==> config.mk <==
export PLATFORM = sky130hd
export DESIGN_NAME = regfile_dump
export DESIGN_NICKNAME = d
export VERILOG_FILES = /design/src/rtl/regfile_dump_pkg.sv /design/src/rtl/regfile_dump.sv
export SDC_FILE = /design/constraint.sdc
export NUM_CORES = 1
export LEC_CHECK = 0
export ABC_AREA = 1
export CORE_MARGIN = 3
export CORE_UTILIZATION = 35
export DETAILED_ROUTE_END_ITERATION = 10
export PLACE_DENSITY = 0.76
export SKIP_CTS_REPAIR_TIMING = 1
export SYNTH_ARGS = -nofsm -noshare
export SYNTH_HDL_FRONTEND = slang
export SYNTH_SLANG_ARGS = --single-unit
export TNS_END_PERCENT = 30
==> constraint.sdc <==
create_clock -name Clk -period 1.1 [get_ports Clk]
set_input_delay 0.165 -clock Clk [delete_from_list [all_inputs] [get_ports Clk]]
set_output_delay 0.165 -clock Clk [all_outputs]
set_load 0.1 [all_outputs]
==> src/rtl/regfile_dump_pkg.sv <==
// Shared types for the register-file debug dump reader.
package regfile_dump_pkg;

    typedef enum logic [2:0] {
        IDLE = 3'd0,
        READ = 3'd1,
        SEND = 3'd2,
        CSUM = 3'd3,
        DONE = 3'd4
    } dump_state_t;

    // Index tag carried by the trailing checksum word.
    localparam logic [3:0] CSUM_IDX = 4'hF;

endpackage

==> src/rtl/regfile_dump.sv <==
// Debug reader for the register file: walks read addresses 0..NUM_REGS-1 on one
// read port after a start pulse and streams each captured word out on a
// valid/ready interface together with its index.
// Optional feature macro: REGFILE_DUMP_CSUM_EN -- when defined, one extra word
// (XOR of all captured words, index 4'hF) follows the last register.
module regfile_dump
    import regfile_dump_pkg::*;
#(
    parameter int NUM_REGS = 8,
    parameter int DATA_W   = 16,
    parameter int ADDR_W   = $clog2(NUM_REGS)
) (
    input  logic              Clk,
    input  logic              Reset,
    input  logic              start,
    output logic [ADDR_W-1:0] rd_addr,
    input  logic [DATA_W-1:0] rd_data,
    output logic              out_valid,
    input  logic              out_ready,
    output logic [DATA_W-1:0] out_data,
    output logic [3:0]        out_idx,
    output logic              busy,
    output logic              done
);

    localparam logic [ADDR_W-1:0] LAST_ADDR = ADDR_W'(NUM_REGS - 1);

    dump_state_t       r_state;
    logic [ADDR_W-1:0] r_rd_addr;
    logic              r_out_valid;
    logic [DATA_W-1:0] r_out_data;
    logic [3:0]        r_out_idx;
`ifdef REGFILE_DUMP_CSUM_EN
    logic [DATA_W-1:0] r_csum;
`endif

    // FSM, read-address counter, output word capture and checksum accumulator.
    always_ff @(posedge Clk) begin
        if (Reset) begin
            r_state     <= IDLE;
            r_rd_addr   <= '0;
            r_out_valid <= 1'b0;
            r_out_data  <= '0;
            r_out_idx   <= '0;
`ifdef REGFILE_DUMP_CSUM_EN
            r_csum      <= '0;
`endif
        end else begin
            case (r_state)
                IDLE: begin
                    if (start) begin
                        r_rd_addr <= '0;
`ifdef REGFILE_DUMP_CSUM_EN
                        r_csum    <= '0;
`endif
                        r_state   <= READ;
                    end
                end
                // Sample the word now; a write landing on this same edge is
                // not visible, so the pre-write value is what gets sent.
                READ: begin
                    r_out_data  <= rd_data;
                    r_out_idx   <= 4'(r_rd_addr);
                    r_out_valid <= 1'b1;
`ifdef REGFILE_DUMP_CSUM_EN
                    r_csum      <= r_csum ^ rd_data;
`endif
                    r_state     <= SEND;
                end
                SEND: begin
                    if (out_ready) begin
                        r_out_valid <= 1'b0;
                        if (r_rd_addr == LAST_ADDR) begin
`ifdef REGFILE_DUMP_CSUM_EN
                            r_state <= CSUM;
`else
                            r_state <= DONE;
`endif
                        end else begin
                            r_rd_addr <= r_rd_addr + 1'b1;
                            r_state   <= READ;
                        end
                    end
                end
`ifdef REGFILE_DUMP_CSUM_EN
                // First cycle loads the checksum word, then it is held until taken.
                CSUM: begin
                    if (!r_out_valid) begin
                        r_out_data  <= r_csum;
                        r_out_idx   <= CSUM_IDX;
                        r_out_valid <= 1'b1;
                    end else if (out_ready) begin
                        r_out_valid <= 1'b0;
                        r_state     <= DONE;
                    end
                end
`endif
                // Single-cycle completion; start arriving here is dropped.
                DONE: begin
                    r_rd_addr <= '0;
                    r_state   <= IDLE;
                end
                default: r_state <= IDLE;
            endcase
        end
    end

    // Output decode: busy spans READ..DONE, done marks the DONE cycle.
    always_comb begin
        rd_addr   = r_rd_addr;
        out_valid = r_out_valid;
        out_data  = r_out_data;
        out_idx   = r_out_idx;
        busy      = (r_state != IDLE);
        done      = (r_state == DONE);
    end

endmodule
==> results.ini <==
[drt]
drt-met1-wl_um = 1220
via_per_inst = 4.71
top_layer = met4
drcViolationCount = 0
drtIter0Drc = 36
antenna_left = 0
wire_per_inst_um = 13.5
dr_wl_met3_um = 121
met2_length_um = 1630
dr.pass1.iters = 3
via_count = 1046
drt_wl_total_um = 3000

[grt]
grt_pass1_wl_um = 4400
grt_usage = 0.164
grt_antenna_before_repair = 0
gr-total-overflow = 0
grt_max_degree = 39
grt_pass1_vias = 1007

[worst_setup_path]
crit_fanout = 3
ff2ff_setup_slack_ps = -200
crit_path_start = r_state[2]
crit_required_ps = 940
critPathKind = reg2out
r2r-start = rd_addr[1]
r2r_end = rd_addr[2]
critPathLaunchType = flop
reg2reg_depth = 9
worstPathArrival_ps = 1190
critPathCaptureType = output port

[timing]
setup_violations = 16
max_freq_ghz = 0.736
fin_ws_ps = -259
fin_crit_sh = 1.24
rsz0062_at_grt = true
period_needed_ps = 1360
maxSlewViolCount = 0
finClkSkew_ps = 7.93
hold_viol = 0

[pwr]
p_per_area_nw_per_um2 = 1730
power.leakage_nw = 0.857
p_clk_frac = 0.112
p_comb_frac = 0.556
p_sw_frac = 0.454
pwr-share-seq = 0.333
p_total_mw = 3.67
vdd_ir_drop_max_mv = 1.39
p_switching_mw = 1.67
p_int_mw = 2.00

[synth]
synth-simple-area-share = 0.117
ys_ff_latch = 26
synthAdderAreaFrac = 0.0243
ys_warn_count = 0
synth_top_area_share = 0.506
synth-xor-area-share = 0
synthMuxAreaShare = 0
ys_seq_area_frac = 0.506
post-synth-top-area-cell = dfxtp_1
synth_cell_type_count = 18
postSynthCellCount = 136
avgSynthCellArea_um2 = 7.56
ys_top_cells_by_area = dfxtp_1 51%, inv_1 11%, a21oi_1 10%
syn-num-nets = 158
synth_top_family_by_area = compound AO/OA/AOI/OAI gates
synth_compound_area_frac = 0.207
synth_area_um2 = 1030

[run_status]
violations = negative setup slack
status = finished with violations

[die]
core_um2 = 2780
io_pins = 46
start_util = 0.370
row_count = 19
die-area_um2 = 3630
fp.dieW_um = 60.2
die_y_um = 60.2

[place]
place_congestion = 0.851
port_buffers = 44
place_area_um2 = 1870
hpwl_um = 2090
dpl_worst_slack_ps = -174

[cells_and_area]
fin_util = 0.766
nets = 214
n_antenna_cell = 0
area_delta_synth_final_pct = 107
fillers = 200
design_area_um2 = 2130
layout-drive-gt1-share = 0.534

[hold_path]
min_to = out_data[5]
holdPathStages = 3
holdCritPathClass = in2reg
hold_start = rd_data[5]

[clock_tree]
h-tree-depth = 1
clock_path_buffers = 2
cts.sinks = 26
cts_buffers = 3
root_buffer = clkbuf_4
path_clk_slew_ps = 130
clk_latency_ps = 310
cts_tree = built

[job]
maxCapViolCount = 0

[cell families after synthesis]
family | after synthesis
buffers and inverters | 37
other | 1
and+or+nand+nor | 28
adders and majority gates | 2
DFF | 26
AOI/OAI and AO/OA | 42
[through the flow]
stage                     std cells  TNS [ps]  hold WS (ps)
after global routing            222     -3350           437
final                           222     -1570           438
after floorplan                 136     -2700           227
after CTS                       218     -1770           446
after detailed placement        214     -1410           458
after global placement          214      -792           452
[how the worst max path moves through the flow]
stage | endpoint | slack [ps]
after CTS | done | -320
final | done | -260
after global routing | done | -320
after global placement | rd_addr[0] | -80
after detailed placement | rd_addr[2] | -170
after floorplan | rd_addr[0] | -220
[layout by cell type (no fill, tap or decap), types with 2 or more instances in the layout]
cell | synthesis | layout
inv_1 | 29 | 27
buf_12 | 0 | 26
dfxtp_2 | 0 | 20
clkdlybuf4s50_1 | 0 | 19
a21oi_1 | 21 | 16
o21ai_2 | 0 | 12
nor2_1 | 12 | 9
buf_4 | 1 | 7
nand2_2 | 0 | 6
a21oi_2 | 0 | 5
nand2_1 | 11 | 5
o21ai_1 | 1 | 4
buf_6 | 0 | 4
dfxtp_4 | 0 | 4
o21ai_4 | 0 | 3
clkbuf_4 | 0 | 3
inv_2 | 1 | 2
nor2_4 | 0 | 2
nand3_1 | 2 | 2
ha_4 | 0 | 2
clkbuf_16 | 0 | 2
dfxtp_1 | 26 | 2
[critical path, cell delays in order (launching register included)]
cell     delay (ps)
dfxtp_1         390
inv_2            50
buf_4           150
nor2_4          120
buf_12          180
[power by group through the flow]
stage,Combinational [mW],Clock (mW),Sequential [mW]
floorplan,0.345,0,1.97
global placement,1.80,0,1.21
detailed placement,1.83,0,1.22
CTS,1.83,0.417,1.20
global route,2.13,0.461,1.24
finish,2.04,0.410,1.22
[sequential cells by signal, summed over array words and instances, names as in the netlist]
name / cells
out_data: 16
out_idx: 3
r_state: 3
rd_addr: 3
out_valid: 1
[layout make-up]
type                    count  area (um2)  area share
inverters                  30         115      0.0541
flip-flops and latches     26         561       0.263
multi-input cells          73         531       0.249
well taps                  31        38.8      0.0182
clock buffers               4        26.3      0.0123
repair buffers             58         858       0.403
[synth_stat cells]
| cell type | count |
|---|---|
| a211oi_1 | 1 |
| a21oi_1 | 21 |
| buf_2 | 3 |
| buf_4 | 1 |
| clkbuf_1 | 3 |
| conb_1 | 1 |
| dfxtp_1 | 26 |
| ha_1 | 2 |
| inv_1 | 29 |
| inv_2 | 1 |
| nand2_1 | 11 |
| nand3_1 | 2 |
| nand3_2 | 1 |
| nand3b_1 | 1 |
| nor2_1 | 12 |
| nor4_1 | 1 |
| o21ai_0 | 19 |
| o21ai_1 | 1 |
[metal layers]
| metal | GRT usage | vias up |
|---|---|---|
| met1 | 0.194 | 490 |
| met2 | 0.278 | 20 |
| met4 | 0.0759 | 0 |
| met3 | 0.0367 | 2 |
| li1 | - | 534 |
| met5 | 0 | - |
Power figures use the tool's default switching activity.
